===== src/rtl/fifo_pkg.sv =====
// Shared constants and types for the FIFO controller: default geometry,
// occupancy thresholds, the wrap-bit pointer type and the per-cycle
// operation encoding used by the occupancy counter.
package fifo_pkg;

    localparam int FIFO_ADDR_WIDTH = 5;
    localparam int FIFO_AF_THRESH  = 28;
    localparam int FIFO_AE_THRESH  = 4;
    localparam int FIFO_DEPTH      = 1 << FIFO_ADDR_WIDTH;

    // Pointer with one extra MSB used as the wrap bit.
    typedef logic [FIFO_ADDR_WIDTH:0] fifo_ptr_t;

    // Accepted operations in one cycle: {push, pop}.
    typedef enum logic [1:0] {
        OP_NONE = 2'b00,
        OP_POP  = 2'b01,
        OP_PUSH = 2'b10,
        OP_BOTH = 2'b11
    } fifo_op_e;

endpackage


===== src/rtl/fifo_ptr.sv =====
// Wrap-bit pointer register. Increments on inc and wraps modulo
// 2*DEPTH because the extra MSB toggles on every pass through storage.
module fifo_ptr
    import fifo_pkg::*;
#(
    parameter int ADDR_WIDTH = FIFO_ADDR_WIDTH
) (
    input  logic                clk,
    input  logic                rst_n,
    input  logic                clr,
    input  logic                inc,
    output logic [ADDR_WIDTH:0] ptr
);

    localparam logic [ADDR_WIDTH:0] PTR_ONE = {{ADDR_WIDTH{1'b0}}, 1'b1};

    // Pointer register: clear has priority, otherwise advance on inc.
    // NOTE: sequential state uses non-blocking assignments so every flop
    // samples pre-edge values regardless of block evaluation order.
    always_ff @(posedge clk or negedge rst_n) begin
        if (!rst_n) begin
            ptr <= '0;
        end else if (clr) begin
            ptr <= '0;
        end else if (inc) begin
            ptr <= ptr + PTR_ONE;
        end
    end

endmodule


===== src/rtl/fifo_ctrl.sv =====
// FIFO controller for an external storage array. Produces write enable,
// write/read addresses, occupancy count, level flags and sticky
// overflow/underflow flags. No data passes through this block.
module fifo_ctrl
    import fifo_pkg::*;
#(
    parameter int ADDR_WIDTH = FIFO_ADDR_WIDTH,
    parameter int AF_THRESH  = FIFO_AF_THRESH,
    parameter int AE_THRESH  = FIFO_AE_THRESH
) (
    input  logic                  clk,
    input  logic                  rst_n,
    input  logic                  clr,
    input  logic                  wr,
    input  logic                  rd,
    output logic                  w_en,
    output logic [ADDR_WIDTH-1:0] w_addr,
    output logic [ADDR_WIDTH-1:0] r_addr,
    output logic                  full,
    output logic                  empty,
    output logic                  almost_full,
    output logic                  almost_empty,
    output logic [ADDR_WIDTH:0]   count,
    output logic                  overflow,
    output logic                  underflow
);

    localparam int DEPTH = 1 << ADDR_WIDTH;
    localparam logic [ADDR_WIDTH:0] CNT_ONE = {{ADDR_WIDTH{1'b0}}, 1'b1};
    localparam logic [ADDR_WIDTH:0] AF_LVL  = (ADDR_WIDTH+1)'(AF_THRESH);
    localparam logic [ADDR_WIDTH:0] AE_LVL  = (ADDR_WIDTH+1)'(AE_THRESH);

    // Reject illegal threshold combinations when the design is elaborated.
    if (!((AE_THRESH < AF_THRESH) && (AF_THRESH <= DEPTH))) begin : g_bad_thresh
        $error("fifo_ctrl: thresholds must satisfy AE_THRESH < AF_THRESH <= DEPTH");
    end

    logic [ADDR_WIDTH:0] w_ptr;
    logic [ADDR_WIDTH:0] r_ptr;
    logic [ADDR_WIDTH:0] count_q;
    logic                push_acc;
    logic                pop_acc;
    logic                ovf_set;
    logic                unf_set;
    logic                ovf_q;
    logic                unf_q;
    fifo_op_e            op;

    // Level flags come only from registered pointers and count, so there is
    // no combinational path from wr/rd into them.
    assign empty        = (w_ptr == r_ptr);
    assign full         = (w_ptr[ADDR_WIDTH] != r_ptr[ADDR_WIDTH]) &&
                          (w_ptr[ADDR_WIDTH-1:0] == r_ptr[ADDR_WIDTH-1:0]);
    assign almost_full  = (count_q >= AF_LVL);
    assign almost_empty = (count_q <= AE_LVL);
    assign count        = count_q;
    assign overflow     = ovf_q;
    assign underflow    = unf_q;
    assign w_addr       = w_ptr[ADDR_WIDTH-1:0];
    assign r_addr       = r_ptr[ADDR_WIDTH-1:0];

    // Storage must never be written while reset is held; the pointer flops
    // are already frozen by reset, so only the outgoing enable is gated.
    assign w_en = push_acc & rst_n;

    // Accept logic: a pop frees a slot for a push in the same cycle, so a
    // full FIFO can still take a write alongside a read. clr blocks both.
    // NOTE: every always_comb output gets a value on every path (here by
    // unconditional assignment) so no latch is inferred.
    always_comb begin
        pop_acc  = rd & ~empty & ~clr;
        push_acc = wr & ~clr & (~full | pop_acc);
        ovf_set  = wr & ~clr & ~push_acc;
        unf_set  = rd & ~clr & empty;
        op       = fifo_op_e'({push_acc, pop_acc});
    end

    fifo_ptr #(.ADDR_WIDTH(ADDR_WIDTH)) u_wr_ptr (
        .clk   (clk),
        .rst_n (rst_n),
        .clr   (clr),
        .inc   (push_acc),
        .ptr   (w_ptr)
    );

    fifo_ptr #(.ADDR_WIDTH(ADDR_WIDTH)) u_rd_ptr (
        .clk   (clk),
        .rst_n (rst_n),
        .clr   (clr),
        .inc   (pop_acc),
        .ptr   (r_ptr)
    );

    // Occupancy counter tracks the pointer difference on the same edge.
    // NOTE: only control state is reset; the external storage array keeps
    // its contents, which become unreachable once the pointers return to 0.
    always_ff @(posedge clk or negedge rst_n) begin
        if (!rst_n) begin
            count_q <= '0;
        end else if (clr) begin
            count_q <= '0;
        end else begin
            case (op)
                OP_PUSH: count_q <= count_q + CNT_ONE;
                OP_POP:  count_q <= count_q - CNT_ONE;
                default: count_q <= count_q;
            endcase
        end
    end

    // Sticky error flags, cleared only by clr or reset.
    always_ff @(posedge clk or negedge rst_n) begin
        if (!rst_n) begin
            ovf_q <= 1'b0;
            unf_q <= 1'b0;
        end else if (clr) begin
            ovf_q <= 1'b0;
            unf_q <= 1'b0;
        end else begin
            ovf_q <= ovf_q | ovf_set;
            unf_q <= unf_q | unf_set;
        end
    end

endmodule


===== config.mk =====
export PLATFORM = sky130hd
export DESIGN_NAME = fifo_ctrl
export DESIGN_NICKNAME = d
export VERILOG_FILES = /design/src/rtl/fifo_pkg.sv /design/src/rtl/fifo_ptr.sv /design/src/rtl/fifo_ctrl.sv
export SDC_FILE = /design/constraint.sdc
export NUM_CORES = 1
export LEC_CHECK = 0
export ABC_AREA = 0
export BUFFER_PORTS_ARGS = -buffer_cell sky130_fd_sc_hd__buf_2
export CAP_MARGIN = 40
export CORE_MARGIN = 3
export CORE_UTILIZATION = 35
export DETAILED_ROUTE_END_ITERATION = 7
export GPL_TIMING_DRIVEN = 0
export HOLD_SLACK_MARGIN = 0.1
export PLACE_DENSITY = 0.6
export SYNTH_ARGS = -nofsm -noshare
export SYNTH_HDL_FRONTEND = slang
export SYNTH_SLANG_ARGS = --single-unit

===== constraint.sdc =====
create_clock -name clk -period 6.4 [get_ports clk]
set_input_delay 0.64 -clock clk [delete_from_list [all_inputs] [get_ports clk]]
set_output_delay 0.64 -clock clk [all_outputs]
set_load 0.005 [all_outputs]

==> impl_metrics.yaml <==
yosys:
  synthDistinctLibCells: 38
  syn_area_per_cell_um2: 9.639
  yosys.area.top_type: "dfrtp_1"
  syn_inst: 135
  ys_warn_count: 0
  synth_edf_count: 0
  ys.flop_type: "dfrtp_1"
  synth-seq-cells: 20
  ys_seq_area_share_pct: 38.46
  synth_area_leaders: "dfrtp_1 38%, xor2_1 7.4%, buf_4 5.8%, ha_1 5.8%, xnor2_1 5.4%"
  synth_most_common_cell: "dfrtp_1"
  syn_nets: 147
  ys_top_cells_by_count: "20 x dfrtp_1, 15 x nor2_1, 11 x xor2_1, 10 x buf_4, 9 x nand2_1"
  synth_top_area_share_pct: 38.46
  syn_area_um2: 1301
  async_reset_ff_share_pct: 100.0
grt:
  grt_pass1_wl_um: 4692
  track_usage_pct: 13.63
  grt_max_degree: 22
  antenna_found_initial: 0
  grt_pass1_vias: 1034
  grt_overflow: 0
setup_path:
  crit_path_end: "count[5]"
  cpMaxStageDelayCell: "nor3_1"
  reg2reg_slack_ns: 3.28
  worst_setup_path_start_kind: "register"
  path_max_fanout: 6
  path_class: "register to register"
  critical_path_buf_inv_count: 0
  cp_top_family: "compound AO/OA/AOI/OAI gates"
  crit_path_max_incr_delay_ns: 0.51
  arrival_ns: 3.27
  worstPathRequired_ns: 6.55
  rr_startpoint: "u_wr_ptr.ptr[0]"
  path_cells: "xnor2_1 -> and3_1 -> a21o_1 -> nor3_1 -> ha_1 -> a211oi_1 -> o21bai_1 -> a21oi_1 -> xor2_1 -> a22oi_1 -> o41ai_1"
  rr_worst_depth: 11
  endpoint_kind: "register"
  critical_path.startpoint: "u_wr_ptr.ptr[0]"
  critical_path_depth: 11
  r2r_end: "count[5]"
flow_run:
  maxCapViolCount: 0
detailed_routing:
  drt_first_pass_iters: 4
  vias_per_cell: 4.853
  drtAntennaViolNets: 0
  post_drt_wl_per_cell_um: 12.55
  drc: 0
  vias: 1024
  wl_um: 2648
  drt_iter0_drc: 47
floorplan:
  design.die.area_um2: 4486
  rows: 21
  initial_core_util_pct: 37.52
  fp.dieH_um: 66.98
  core_um2: 3468
  dieWidth_um: 66.98
  io_pins: 28
finish:
  multi_input_area_um2: 699.4
  nFillCells: 366
  layout-drive-gt1-share_pct: 27.88
  fin_nets: 178
  n_antenna_cell: 0
  register_area_um2: 500.5
  syn_to_final_growth_pct: 18.65
sta:
  fin_worst_skew_ns: 0.006283
  max_slew_margin_pct: 57.18
  final.setup.tns_ns: 0
  period_minus_slack_ns: 3.122
  worst_pin_slew_ns: 0.6374
  fmax_ghz: 0.3204
  min_period_over_period_pct: 48.77
  hold_slack_ns: 0.3281
  finalHoldViolations: 0
  rsz0062_at_grt: "false"
  setup_viol: 0
  drv_slew: 0
outcome:
  outcome: "finished clean"
clock_tree:
  root_buffer: "clkbuf_8"
  cts_buffers: 3
  clkLatencyLatePin_ns: 0.26
  cts_sinks: 20
  cts_setup_buffers: 0
  ctsHoldBuffers: 0
  cts_tree: "built"
  cts-resized-gates: 0
  clk_pin_slew_ns: 0.08
  h-tree-depth: 1
  clockBufferDepth: 2
hold_path:
  worstHoldPathType: "input port to async pin"
power:
  p_leak_nw: 0.7881
  powerDensity_nw_per_um2: 256.2
  p_total_mw: 0.3956
  ir_drop_mv: 0.1068
placement:
  dp_hpwl_um: 2058
  port_buffers: 26
  gp_congestion: 0.8600
[area by class of cell]
type	count	share of cell area (%)
inverters	1	0.2431
flip-flops and latches	20	32.41
repair buffers	26	8.428
multi-input cells	100	45.30
clock buffers	4	3.566
well taps	46	3.728
plain buffers	14	6.321
[cell usage in the layout (no fill, tap or decap), types with 2 or more instances in the layout]
cell,Yosys,final
nand3_1,2,2
o41ai_1,2,2
nand4_1,4,4
nor2_1,15,15
nand2_1,9,9
and3_1,2,2
o21ai_0,4,4
o31ai_1,2,2
buf_4,10,10
a21oi_1,6,6
buf_2,0,26
xnor2_1,8,8
clkbuf_8,0,4
dfrtp_1,20,20
xor2_1,11,11
a21o_1,4,4
nor3_1,4,4
a211oi_1,3,3
ha_1,6,6
clkbuf_1,3,3
[stage by stage]
| stage | worst slack (ns) | instance area [um2] | utilization [%] | instances |
|---|---|---|---|---|
| detailed placement | 3.224 | 1489 | 42.93 | 207 |
| finish | 3.278 | 1544 | 44.52 | 211 |
| CTS | 3.304 | 1544 | 44.52 | 211 |
| floorplan | 3.765 | 1301 | - | 135 |
| global route | 3.019 | 1544 | 44.52 | 211 |
| global placement | 3.350 | 1489 | 42.93 | 207 |
[per-layer routing]
| layer | vias to the layer above | GRT usage, % | share of wire, % |
|---|---|---|---|
| li1 | 531 | - | - |
| met1 | 470 | 17.86 | 48 |
| met2 | 21 | 22.77 | 46 |
| met3 | 2 | 2.024 | 4.8 |
| met4 | 0 | 4.557 | 0.79 |
| met5 | - | 0 | 0 |
[report_power, final]
group / leakage, nW / total, mW / switching [mW] / internal, mW
Sequential: 0.273 / 0.166 / 0.0243 / 0.142
Clock: 0.0288 / 0.0975 / 0.0427 / 0.0547
Combinational: 0.487 / 0.132 / 0.0649 / 0.0671
Total: 0.788 / 0.396 / 0.132 / 0.264
[flip-flops by register name, summed over array words and instances, names as in the netlist]
register      cells
count             6
overflow          1
u_rd_ptr.ptr      6
u_wr_ptr.ptr      6
underflow         1
[cells by family (layout without fill, tap and decap cells)]
family                     after synthesis  count (layout)  share of synthesized area, %
and+or+nand+nor                         43              43                         16.06
AOI/OAI and AO/OA                       29              29                         15.58
xor gates and xnor gates                20              20                         14.04
DFF                                     20              20                         38.46
buffers and inverters                   15              45                         7.788
adders and majority gates                7               7                         7.308
muxes                                    1               1                        0.7693
[worst min-delay path by stage]
stage	cells past startpoint	endpoint
floorplan	0	count[0]
global placement	2	underflow
detailed placement	2	overflow
CTS	1	overflow
global route	1	count[5]
finish	1	u_wr_ptr.ptr[1]
No activity file was read; power rests on OpenSTA's default activity.
